<file path="src/rtl/display_interface_n.sv">
// Seven-segment display front end: sequential binary-to-BCD conversion on a
// load strobe, leading-zero blanking, decimal points, overflow dashes, scanning.
module display_interface_n #(
  parameter int DIGITS      = 4,
  parameter int BIN_W       = 16,
  parameter int REFRESH_DIV = 50000
) (
  input  logic              clk,
  input  logic              reset,
  input  logic [BIN_W-1:0]  value,
  input  logic              load,
  input  logic              blank_lz,
  input  logic [DIGITS-1:0] dp_mask,
  output logic              busy,
  output logic              ovf,
  output logic [6:0]        seg,
  output logic              dp,
  output logic [DIGITS-1:0] an
);

  localparam int BCD_W = 4 * DIGITS;
  localparam int CNT_W = $clog2(BIN_W + 1);
  localparam int PRE_W = $clog2(REFRESH_DIV);
  localparam int IDX_W = (DIGITS > 1) ? $clog2(DIGITS) : 1;
  localparam logic [6:0] DASH = 7'b0111111;
  localparam logic [6:0] OFF  = 7'b1111111;

  function automatic logic [63:0] pow10(input int n);
    logic [63:0] r;
    r = 64'd1;
    for (int k = 0; k < n; k++) r = r * 64'd10;
    return r;
  endfunction

  localparam logic [63:0] LIMIT     = pow10(DIGITS);
  localparam logic [63:0] MAX_IN    = (64'd1 << BIN_W) - 64'd1;
  localparam bit          OVF_REACH = (MAX_IN >= LIMIT);

  function automatic logic [6:0] seg_code(input logic [3:0] d);
    case (d)
      4'd0:    seg_code = 7'b1000000;
      4'd1:    seg_code = 7'b1111001;
      4'd2:    seg_code = 7'b0100100;
      4'd3:    seg_code = 7'b0110000;
      4'd4:    seg_code = 7'b0011001;
      4'd5:    seg_code = 7'b0010010;
      4'd6:    seg_code = 7'b0000010;
      4'd7:    seg_code = 7'b1111000;
      4'd8:    seg_code = 7'b0000000;
      4'd9:    seg_code = 7'b0010000;
      default: seg_code = OFF;
    endcase
  endfunction

  typedef enum logic [1:0] {IDLE, CONV, COMMIT} state_t;

  state_t             state, state_next;
  logic [BIN_W-1:0]   bin_sr;
  logic [BCD_W-1:0]   bcd, bcd_adj, display;
  logic [CNT_W-1:0]   iter;
  logic               blank_hold, ovf_hold, ovf_in, zero_above;
  logic [DIGITS-1:0]  dp_hold, dp_reg, blank, blank_next;
  logic [63:0]        value_ext;
  logic [PRE_W-1:0]   presc;
  logic [IDX_W-1:0]   idx;
  logic [3:0]         cur_nib;

  assign busy      = (state != IDLE);
  assign value_ext = 64'(value);
  assign ovf_in    = OVF_REACH ? (value_ext >= LIMIT) : 1'b0;
  assign cur_nib   = display[4*int'(idx) +: 4];

  always_ff @(posedge clk) begin
    if (reset) state <= IDLE;
    else       state <= state_next;
  end

  always_comb begin
    state_next = state;
    case (state)
      IDLE:    if (load) state_next = CONV;
      CONV:    if (iter == CNT_W'(1)) state_next = COMMIT;
      COMMIT:  state_next = IDLE;
      default: state_next = IDLE;
    endcase
  end

  // Add-3 correction ahead of the shift, and the leading-zero mask scanned from the top digit down
  always_comb begin
    bcd_adj    = bcd;
    zero_above = 1'b1;
    blank_next = '0;
    for (int i = 0; i < DIGITS; i++)
      if (bcd[4*i +: 4] >= 4'd5) bcd_adj[4*i +: 4] = bcd[4*i +: 4] + 4'd3;
    for (int i = DIGITS - 1; i >= 1; i--) begin
      zero_above    = zero_above & (bcd[4*i +: 4] == 4'd0);
      blank_next[i] = blank_hold & zero_above;
    end
  end

  always_ff @(posedge clk) begin
    if (reset) begin
      bin_sr     <= '0;
      bcd        <= '0;
      iter       <= '0;
      blank_hold <= 1'b0;
      dp_hold    <= '0;
      ovf_hold   <= 1'b0;
      display    <= '0;
      dp_reg     <= '0;
      blank      <= '0;
      ovf        <= 1'b0;
    end else begin
      case (state)
        IDLE: if (load) begin
          bin_sr     <= value;
          bcd        <= '0;
          iter       <= CNT_W'(BIN_W);
          blank_hold <= blank_lz;
          dp_hold    <= dp_mask;
          ovf_hold   <= ovf_in;
        end
        CONV: begin
          bcd    <= {bcd_adj[BCD_W-2:0], bin_sr[BIN_W-1]};
          bin_sr <= {bin_sr[BIN_W-2:0], 1'b0};
          iter   <= iter - 1'b1;
        end
        COMMIT: begin
          display <= bcd;
          dp_reg  <= dp_hold;
          blank   <= ovf_hold ? '0 : blank_next;
          ovf     <= ovf_hold;
        end
        default: ;
      endcase
    end
  end

  // Free-running digit scan, independent of conversion activity
  always_ff @(posedge clk) begin
    if (reset) begin
      presc <= '0;
      idx   <= '0;
    end else if (presc == PRE_W'(REFRESH_DIV - 1)) begin
      presc <= '0;
      idx   <= (idx == IDX_W'(DIGITS - 1)) ? '0 : idx + 1'b1;
    end else begin
      presc <= presc + 1'b1;
    end
  end

  always_ff @(posedge clk) begin
    if (reset) begin
      seg <= 7'b1000000;
      dp  <= 1'b1;
      an  <= ~DIGITS'(1);
    end else begin
      an <= ~(DIGITS'(1) << idx);
      if (ovf) begin
        seg <= DASH;
        dp  <= 1'b1;
      end else if (blank[idx]) begin
        seg <= OFF;
        dp  <= 1'b1;
      end else begin
        seg <= seg_code(cur_nib);
        dp  <= ~dp_reg[idx];
      end
    end
  end

endmodule

</file>
<file path="config.mk">
export PLATFORM = sky130hd
export DESIGN_NAME = display_interface_n
export DESIGN_NICKNAME = d
export VERILOG_FILES = /design/src/rtl/display_interface_n.sv
export SDC_FILE = /design/constraint.sdc
export NUM_CORES = 1
export LEC_CHECK = 0
export ABC_AREA = 1
export BUFFER_PORTS_ARGS = -buffer_cell sky130_fd_sc_hd__clkbuf_2
export CORE_MARGIN = 3
export CORE_UTILIZATION = 50
export CTS_CLUSTER_DIAMETER = 40
export CTS_CLUSTER_SIZE = 8
export DETAILED_ROUTE_END_ITERATION = 16
export PLACE_DENSITY = 0.69
export SKIP_CTS_REPAIR_TIMING = 1
export SYNTH_ARGS = -nofsm -noshare
export SYNTH_HDL_FRONTEND = slang
export SYNTH_SLANG_ARGS = --single-unit
</file>
<file path="constraint.sdc">
create_clock -name clk -period 3.8 [get_ports clk]
set_clock_uncertainty 0.05 [all_clocks]
set_input_delay 0.57 -clock clk [delete_from_list [all_inputs] [get_ports clk]]
set_output_delay 0.57 -clock clk [all_outputs]
set_load 0.01 [all_outputs]
</file>
# Word level (Yosys, flattened, before mapping)

Memories as Yosys holds them, arrays and structs flattened.
Cells that the tools add are included.

Bits in registers: 100
Memory bits (read-only): 112
Input bits: 24
Output and inout port bits: 14
Logic and storage cells: 78
Memories kept: 1

Memory list:

| memory          | depth | bits a word | rd ports | clocked after Yosys merged registers in | wr ports | RTL line | RTL |
|---|---|---|---|---|---|---|---|
| (no name shown) | 16    | 7           | 1        | 0                                       | 0        | 40       | `case (d)` |

Add/sub/neg operators: 7
Order comparisons: 6
Eq/ne operators: 7
Shifts and indexed selects: 2
Mux-type cells: 21
Bitwise gates (word level): 7
Reductions and logical operators: 11

Operators with widths:

| operator                                                             | number |
|---|---|
| case mux 16 bit (2 select lines)                                     | 2 |
| 2-to-1 mux 16 bit                                                    | 2 |
| adder 16 x 1 -> 16 bit (second input constant)                       | 1 |
| == test 16 bit (second input constant)                               | 1 |
| greater-or-equal comparator 16 x 14 -> 1 bit (second input constant) | 1 |
| greater-or-equal comparator 4 x 3 -> 1 bit (second input constant)   | 4 |
| 2-to-1 mux 4 bit                                                     | 4 |
| indexed part select 16 x 5 -> 4 bit                                  | 1 |
| 2-to-1 mux 7 bit                                                     | 2 |
| adder 4 x 2 -> 4 bit (second input constant)                         | 3 |
| logical NOT 4 bit                                                    | 3 |
| case mux 5 bit (2 select lines)                                      | 1 |
| 2-to-1 mux 2 bit                                                     | 3 |
| AND reduction 2 bit                                                  | 3 |
| bitwise AND 1 bit                                                    | 5 |
| == test 5 x 1 -> 1 bit (second input constant)                       | 1 |
| 2-to-1 mux 5 bit                                                     | 1 |
| subtractor 5 x 1 -> 5 bit (second input constant)                    | 1 |
| binary-select mux 1 bit (select 2 bit)                               | 2 |
| == test 2 bit (second input constant)                                | 2 |
| != test 2 bit (second input constant)                                | 2 |
| NOT 4 bit                                                            | 1 |
| case mux 2 bit (2 select lines)                                      | 1 |
| nonzero test 2 bit                                                   | 2 |
| 11 further kinds                                                     | 12 |

# Longest topological paths before layout

Gate-level depths: netlist of run 1.

Depth in word-level cells: 5
Depth in mapped cells: 13
Mapped depth without buffers: 12

# Least setup slack after synthesis of run 1

No wires, ideal clock.

Path kind: reg2reg
From: register idx[0]
To: register seg[6]
Library setup time: 0.124 ns
Data arrival time: 1.465 ns
Required time: 3.626 ns
Slack: 2.161 ns
Stages on the path, launching flop included: 13
Path buffers: 1
Period minus slack after synthesis: 1.639 ns
Cells stage by stage: dfxtp_1 > inv_2 > buf_6 > nand2_1 > nand3_1 > nand2_1 > inv_1 > ha_1 > nand3b_1 > nand3_1 > nand2_1 > nand2_1 > nand2_1

Cells in the longest elaborated chain, start to end: 4
Elaborated cells between the ends (all ways): 6
Classes of those cells: shift (1); mux (4); memory (1)

RTL lines:

| what                                                                                          | RTL line | RTL |
|---|---|---|
| start, declared                                                                               | 65       | `logic [IDX_W-1:0] idx;` |
| start signal, assigned                                                                        | 146      | `idx <= (idx == IDX_W'(DIGITS - 1)) ? '0 : idx + 1'b1;` |
| indexed part select 16 x 5 -> 4 bit or binary-select mux 1 bit (select 2 bit) (tied branches) | 71, 162  |  |
| memory read (16 x 7 bit) or 2-to-1 mux 1 bit (tied branches)                                  | n/a      |  |
| 2-to-1 mux 7 bit *                                                                            | 162      | `end else if (blank[idx]) begin` |
| 2-to-1 mux 7 bit *                                                                            | 159      | `if (ovf) begin` |
| end signal, assigned                                                                          | 166      | `seg <= seg_code(cur_nib);` |
| end, declared                                                                                 | 16       | `output logic [6:0] seg,` |

Mark *: on every way between the ends. The rest lies on a longest branch, timed or not. The select of a mux whose other input is x is not followed.
A chain may end at the register's enable or synchronous reset.

# Final worst setup path of run 1

From: register idx[0]
To: register seg[5]

The elaborated chain is that of the path after synthesis.

==> key figures, run 1 <==
Status
  • Status: finished clean

CTS
  • TritonCTS Buffers: 9
  • Root buf cell: clkbuf_8
  • TritonCTS clock tree: done
  • Number of buffers on the longest clock path: 2
  • Clock slew at reported path FFs: 0.10 ns
  • CTS sink cnt: 99
  • Max H-tree Level: 3
  • Latest clock arrival within the worst-skew pair: 0.36 ns

STA
  • Final Critical Period: 2.09 ns
  • Hold Vio Cnt, Final: 0
  • Worst setup margin: roughly 1.7 ns
  • Final TNS setup: 0 ns
  • Slew Limit Fails: 0
  • Fmax: roughly 480 MHz
  • Finish-stage setup viols: 0
  • RSZ-0062 raised after global routing: no
  • Post-route clock period utilization: 55.1%
  • Relative slew slack: 43.3%
  • Worst Max-Slew Pin Slew: 0.849 ns

Final layout
  • Post-Layout Cell Count: between 700 and 800
  • Fraction of layout cells with a size suffix above 1: ~14%
  • Area delta synth->final: 9.38%
  • Filler cells: 847
  • NumNets Final: 696
  • Most frequent cells in the layout: nand2_1, dfxtp_1, a21oi_1
  • Most common cell after layout, fill and taps aside: nand2_1
  • ANT cells: 0

Setup path
  • WP data required: around 4.0 ns
  • Crit. End Element: flip-flop
  • Worst setup SP type: flip-flop
  • Critical Path Slowest Stage Cell: dfxtp_1
  • CP most frequent cell: nor2_1
  • Buf/Inv on CP: 3
  • Crit path DAT: about 2.3 ns
  • Critical path fanouts, max: 17
  • CP top delay family: simple AND/OR/NAND/NOR gates
  • Worst path cell trace: inv_2 -> nand2_1 -> nand3_1 -> nand2_1 -> inv_1 -> ha_1 -> nand3b_1 -> inv_1 -> nor2_1 -> nor2_1 -> nor2_1
  • CP peak stage delay: 0.66 ns
  • Setup Crit Path Kind: flip-flop to flip-flop

Synth
  • FFs w/ async S/R, synth: 0%
  • Synth area leader: dfxtp_1
  • Synth top area share: 42.7%
  • Yosys warns: 0
  • Syn_nets: 670
  • Post-Syn Instances: just over 600
  • Synth top area cells: dfxtp_1, nand2_1, a21oi_1
  • Seq/Total Area, Yosys: 42.7%
  • Flops & latches, synth: 99
  • Syn Std Cell Area: 4640 sq um
  • Synth Flop Type: dfxtp_1
  • EDFF count, synth: 0
  • Syn Area/Cell: roughly 7.5 sq um
  • Synth unique cells: 36

Global routing
  • Pin count of the biggest net entering global routing: 47
  • Initial antenna violation count: 0
  • Global Route Usage Sum: 19.8%
  • First-pass GRT wire length: 16900 um
  • Overflow after GRT: 0
  • Vias in the first global route: roughly 3700

Die
  • Rows: 34
  • Die ar.: 10500 sq um
  • Initial cell density of the core: between 50% and 60%
  • Die X: just over 100 um
  • Core region area: 8890 sq um
  • I/O pins: 38
  • Die extent in y: slightly above 100 um

Pwr
  • Internal power: 1.49 mW
  • Clock power share: a little under two fifths
  • Net Switching: 0.479 mW
  • Seq pwr share: a little under three fifths
  • Worst vdd ir: 0.000230 V
  • LEAKAGE: 2.03 nW
  • PwrDens: between 300 and 400 nW/um^2
  • Switch share: 24.3%
  • Combinational group share of total power: roughly 8.0%

Routing
  • DR pass1 iterations: 4
  • Vias per inst: approximately 5.3
  • Routed len/inst: 12.7 um
  • Via Count: about 4000
  • DRC: 0
  • DRT iter0 DRCs: ~130
  • Antenna-violating nets left: 0
  • Final wirelength: 9660 um

Placement
  • Placed cell count: 746
  • Post-place setup slack: between 1.5 and 2 ns
  • DPL Wire Length: 6940 um
  • PortBufs: 37
  • GPL Wtd Cong: 0.872

Job
  • Max Cap Viol: 0

Min path
  • Worst min path class: input pin to flip-flop
final cells by class:
class	count	area, sq um	share of cell area (%)
timing repair buffer	40	208	4.09
inverter	62	236	4.66
multi-input combinational	437	2300	45.3
clock buffer	9	124	2.44
clock inverter	7	92.6	1.82
tap	108	135	2.66
sequential	99	1980	39.0
through the flow:
| stage | util (%) | power (mW) | hold slack (ns) | area (sq um) |
|---|---|---|---|---|
| floorplan | - | 1.23 | 0.368 | 4640 |
| global placement | 54.7 | 1.27 | 0.379 | 4860 |
| detailed placement | 54.7 | 1.27 | 0.397 | 4860 |
| CTS | 57.1 | 2.00 | 0.368 | 5080 |
| global route | 57.1 | 2.05 | 0.386 | 5080 |
| finish | 57.1 | 1.97 | 0.384 | 5080 |
cells by family (layout without fill, tap and decap cells):
logic type	Yosys count	in the layout	share of synthesized area [%]
compound gates	137	137	15.5
xor+xnor	4	4	0.754
fa+ha+maj	23	23	6.20
buf+inv	87	118	7.81
flops	99	99	42.7
simple gates	273	273	27.1
worst paths after layout:
| path | from | endpoint | slack (ns) | cells past startpoint |
|---|---|---|---|---|
| hold / removal | value[0] | bin_sr[0] | 0.38 | 3 |
| setup reg to reg | idx[0] | seg[5] | 1.71 | 11 |
| setup / recovery | idx[0] | seg[5] | 1.71 | 11 |
| hold reg to reg | presc[0] | presc[0] | 0.41 | 1 |
worst min-delay path: stages:
cell and delay [ns]:
clkbuf_2 0.08, nand2_1 0.05, a21oi_1 0.05
power by group through the flow:
| stage | combinational, mW | clock [mW] | sequential [mW] |
|---|---|---|---|
| 2_1_floorplan | 0.119 | 0 | 1.11 |
| 3_3_place_gp | 0.156 | 0 | 1.11 |
| 3_5_place_dp | 0.159 | 0 | 1.12 |
| 4_1_cts | 0.160 | 0.745 | 1.09 |
| 5_1_grt | 0.183 | 0.775 | 1.10 |
| 6_report | 0.157 | 0.723 | 1.09 |
synth_stat cells (8+ instances only):
cell	n
nand4_1	19
a31oi_1	9
a21oi_1	70
o21ai_0	50
nor2_1	59
clkbuf_1	12
nand3_1	26
nand2_1	131
dfxtp_1	99
buf_2	8
inv_1	52
nand2_2	8
inv_2	8
nor3_1	8
ha_1	23
routing by layer:
layer / part of all wire (%) / track usage [%] / up-vias
met5: 0 / 0 / -
met4: 1.0 / 5.85 / 0
met3: 3.8 / 3.82 / 9
met2: 46 / 31.9 / 80
met1: 49 / 27.1 / 1844
li1: - / - / 2100
No activity file was read; power rests on OpenSTA's default activity.
==> run 2, diff against run 1 <==
--- a/config.mk
+++ b/config.mk
@@ -5,14 +5,14 @@
 export SDC_FILE = /design/constraint.sdc
 export NUM_CORES = 1
 export LEC_CHECK = 0
-export ABC_AREA = 1
+export ABC_AREA = 0
 export BUFFER_PORTS_ARGS = -buffer_cell sky130_fd_sc_hd__clkbuf_2
 export CORE_MARGIN = 3
 export CORE_UTILIZATION = 50
 export CTS_CLUSTER_DIAMETER = 40
 export CTS_CLUSTER_SIZE = 8
 export DETAILED_ROUTE_END_ITERATION = 16
-export PLACE_DENSITY = 0.69
+export PLACE_DENSITY = 0.71
 export SKIP_CTS_REPAIR_TIMING = 1
 export SYNTH_ARGS = -nofsm -noshare
 export SYNTH_HDL_FRONTEND = slang
==> constraint.sdc (replaced) <==
create_clock -name clk -period 1.73 [get_ports clk]
set_clock_uncertainty 0.05 [all_clocks]
set_input_delay 0.2595 -clock clk [delete_from_list [all_inputs] [get_ports clk]]
set_output_delay 0.2595 -clock clk [all_outputs]
set_load 0.01 [all_outputs]
==> run 2 against run 1 <==
  * The flow now finishes with violations (setup timing)
  * Utilization increased by 4.7 points
  * First-iteration DRC count increased by 53%
  * Non-clock buffer count increased by 36
  * Design area increased by 2.6%
  * Sequential share of layout area decreased by 0.89 points
  * Largest cell class unchanged
==> key figures, run 2 <==
Status
  • Status: finished with violations
  • Violated checks: setup timing

Final layout
  • Core Util, Final: 61.9% (+4.7 points)
  • Most common cell after layout, fill and taps aside: dfxtp_1
  • Filler cells: 759 (-10%)
  • Fraction of layout cells with a size suffix above 1: 20.1% (+6.1 points)
  • NumNets Final: 628 (-9.8%)
  • ANT cells: 0 (unchanged)
  • Area delta synth->final: 17.7%
  • Area of the multi-input gates: 2270 sq um (-1.1%)
  • Most frequent cells in the layout: dfxtp_1, nand2_1, a21oi_1
  • Seq. cell area: 1990 sq um (+0.25%)

STA
  • Post-route clock period utilization: 100% (+45 points)
  • RSZ-0062 raised after global routing: yes
  • Worst setup margin: -0.00284 ns (-1.71 ns)
  • Slew Limit Fails: 0 (unchanged)
  • Finish-stage setup viols: 1 (+1)
  • Fmax: 577 MHz (+21%)
  • Worst Max-Slew Pin Slew: 0.433 ns (-0.416 ns)
  • Final Critical Period: 1.73 ns (-0.362 ns)
  • Hold Vio Cnt, Final: 0 (unchanged)
  • Relative slew slack: 70.4% (+27 points)

Placement
  • DPL Wire Length: 6520 um (-6.2%)
  • GPL Wtd Cong: 0.829 (-4.9%)
  • PortBufs: 37 (unchanged)
  • Post-place setup slack: -0.0548 ns (-1.77 ns)

Setup path
  • Reg2Reg Setup Slack: -0.003 ns (-1.71 ns)
  • Crit. End Element: flip-flop
  • Reg2Reg Depth: 8 (-3)
  • Reg2reg start: idx[0]
  • Setup Crit Path Kind: flip-flop to flip-flop
  • RR Endpoint: seg[4]
  • Worst setup SP type: flip-flop
  • Critical path fanouts, max: 4 (-13)
  • WP data required: 1.95 ns (-2.04 ns)
  • Crit path DAT: 1.95 ns (-0.33 ns)

Routing
  • Via Count: 3688 (-8.6%)
  • DRT iter0 DRCs: 201 (+53%)
  • DRC: 0 (unchanged)
  • DR pass1 iterations: 4 (unchanged)
  • Routed len/inst: 13.6 um (+7.3%)
  • Vias per inst: 5.34 (+0.84%)
  • Final wirelength: 9400 um (-2.7%)
  • Antenna-violating nets left: 0 (unchanged)

Min path
  • WHS Path Cells: 3 (unchanged)
  • Worst min path class: input pin to flip-flop
  • WHS Endpoint: dp_hold[2]
  • Hold path startpoint: dp_mask[2]

Synth
  • Synth area leader: dfxtp_1
  • EDFF count, synth: 0 (unchanged)
  • Synth top area cells: dfxtp_1, a21oi_1, nand2_1
  • Count leader, synth: dfxtp_1
  • Syn_nets: 573 (-14%)
  • FFs w/ async S/R, synth: 0% (unchanged)
  • Seq/Total Area, Yosys: 44.8% (+2.1 points)
  • Flops & latches, synth: 99 (unchanged)
  • Post-synth top cells: dfxtp_1, nand2_1, a21oi_1
  • Synth Flop Type: dfxtp_1
  • Syn Std Cell Area: 4430 sq um (-4.6%)
  • Syn Area/Cell: 8.42 sq um (+13%)
  • Synth unique cells: 42 (+17%)
  • Yosys warns: 0 (unchanged)
  • Synth top area share: 44.8% (+2.1 points)
  • Post-Syn Instances: 526 (-16%)

Pwr
  • Clock power share: 38.7% (+2.0 points)
  • Switch share: 24.1% (-0.22 points)
  • LEAKAGE: 2.00 nW (-1.7%)
  • Net Switching: 1.07 mW (+120%)
  • Worst vdd ir: 0.000563 V (+140%)
  • Combinational group share of total power: 7.7% (-0.3 points)
  • PwrDens: 851 nW/um^2 (+120%)
  • Final Total Pwr: 4.44 mW (+130%)
  • Internal power: 3.37 mW (+130%)
  • Seq pwr share: 53.6% (-1.8 points)

Die
  • I/O pins: 38 (unchanged)
  • Initial cell density of the core: 52.6% (+0.35 points)
  • Die extent in y: 100 um (-2.2%)
  • Die ar.: 10000 sq um (-4.4%)
  • Rows: 33 (-2.9%)
  • Core region area: 8420 sq um (-5.3%)
  • Die X: 100 um (-2.2%)

CTS
  • Clock slew at reported path FFs: 0.10 ns (about the same)
  • Root buf cell: clkbuf_8
  • TritonCTS Buffers: 9 (unchanged)
  • Max H-tree Level: 3 (unchanged)
  • CTS sink cnt: 99 (unchanged)
  • TritonCTS clock tree: done
  • Latest clock arrival within the worst-skew pair: 0.37 ns (about the same)
  • Number of buffers on the longest clock path: 2 (unchanged)

Job
  • Max Cap Viol: 0 (unchanged)

Global routing
  • Initial antenna violation count: 0 (unchanged)
  • Pin count of the biggest net entering global routing: 63 (+34%)
  • Vias in the first global route: 3371 (-8.8%)
  • First-pass GRT wire length: 15500 um (-8.2%)
  • Overflow after GRT: 0 (unchanged)
  • Global Route Usage Sum: 19.1% (-0.72 points)
-- run 2: cell types whose count changed in the layout (fill, tap and decap cells not counted), moves of 10 or more --
cell / previous run / this run
buf_4: 3 / 37
nor2_1: 58 / 39
nand2b_1: 0 / 13
a22oi_1: 5 / 15
nand4_1: 19 / 4
xnor2_1: 0 / 10
nand2_1: 131 / 90
inv_1: 52 / 16
o21ai_0: 50 / 13
-- run 2: kinds of logic (layout without fill, tap and decap cells) --
logic type / count (synthesis) / after routing / share of synthesized area (%)
xor gates and xnor gates: 21 / 21 / 4.15
AOI/OAI and AO/OA: 112 / 112 / 14.0
muxes: 11 / 11 / 4.07
buffers and inverters: 52 / 112 / 4.83
DFF: 99 / 99 / 44.8
and+or+nand+nor: 208 / 208 / 21.7
adders and majority gates: 23 / 23 / 6.50
-- run 2: stage by stage --
stage	std cells	cell area, sq um	TNS, ns	hold slack (ns)
finish	691	5210	-0.00284	0.0516
global route	691	5210	-0.463	0.0484
CTS	682	5110	-0.285	0.0318
detailed placement	666	4870	-0.176	0.397
global placement	666	4870	0	0.390
floorplan	526	4440	-0.0654	0.345
-- run 2: power by group through the flow --
stage               combinational (mW)  sequential [mW]  clock (mW)
finish                           0.341             2.38        1.72
global route                     0.383             2.39        1.86
CTS                              0.342             2.38        1.76
detailed placement               0.341             2.43           0
global placement                 0.331             2.43           0
floorplan                        0.220             2.42           0
-- run 2: per-layer routing --
metal	vias up	global-route usage (%)	wire, um
met4	0	6.63	184
met3	18	4.45	387
met1	1711	25.5	4320
li1	1887	-	-
met2	72	30.5	4500
met5	-	0	0
-- run 2: final cells by class --
cell class                 count  share of cell area, %
tap                          105                   2.52
sequential                    99                   38.1
timing repair buffer          76                   9.65
clock inverter                 5                   1.63
inverter                      20                   1.49
clock buffer                  11                   2.91
multi-input combinational    375                   43.7
-- run 2: how the worst max path moves through the flow --
stage / start / end / slack (ns)
detailed placement: idx[0] / seg[4] / -0.05
floorplan: idx[0] / seg[1] / -0.04
CTS: idx[0] / seg[4] / -0.07
finish: idx[0] / seg[4] / -0.003
global placement: idx[0] / seg[4] / 0.02
global route: idx[0] / seg[4] / -0.08
-- run 2: critical path, stage by stage, from the launching register on --
cell and delay, ns:
dfxtp_4 0.39, mux4_2 0.56, inv_2 0.12, ha_4 0.13, inv_2 0.03, nand2_1 0.04, o21ai_1 0.07, o21ai_1 0.16
a21oi_1 0.08
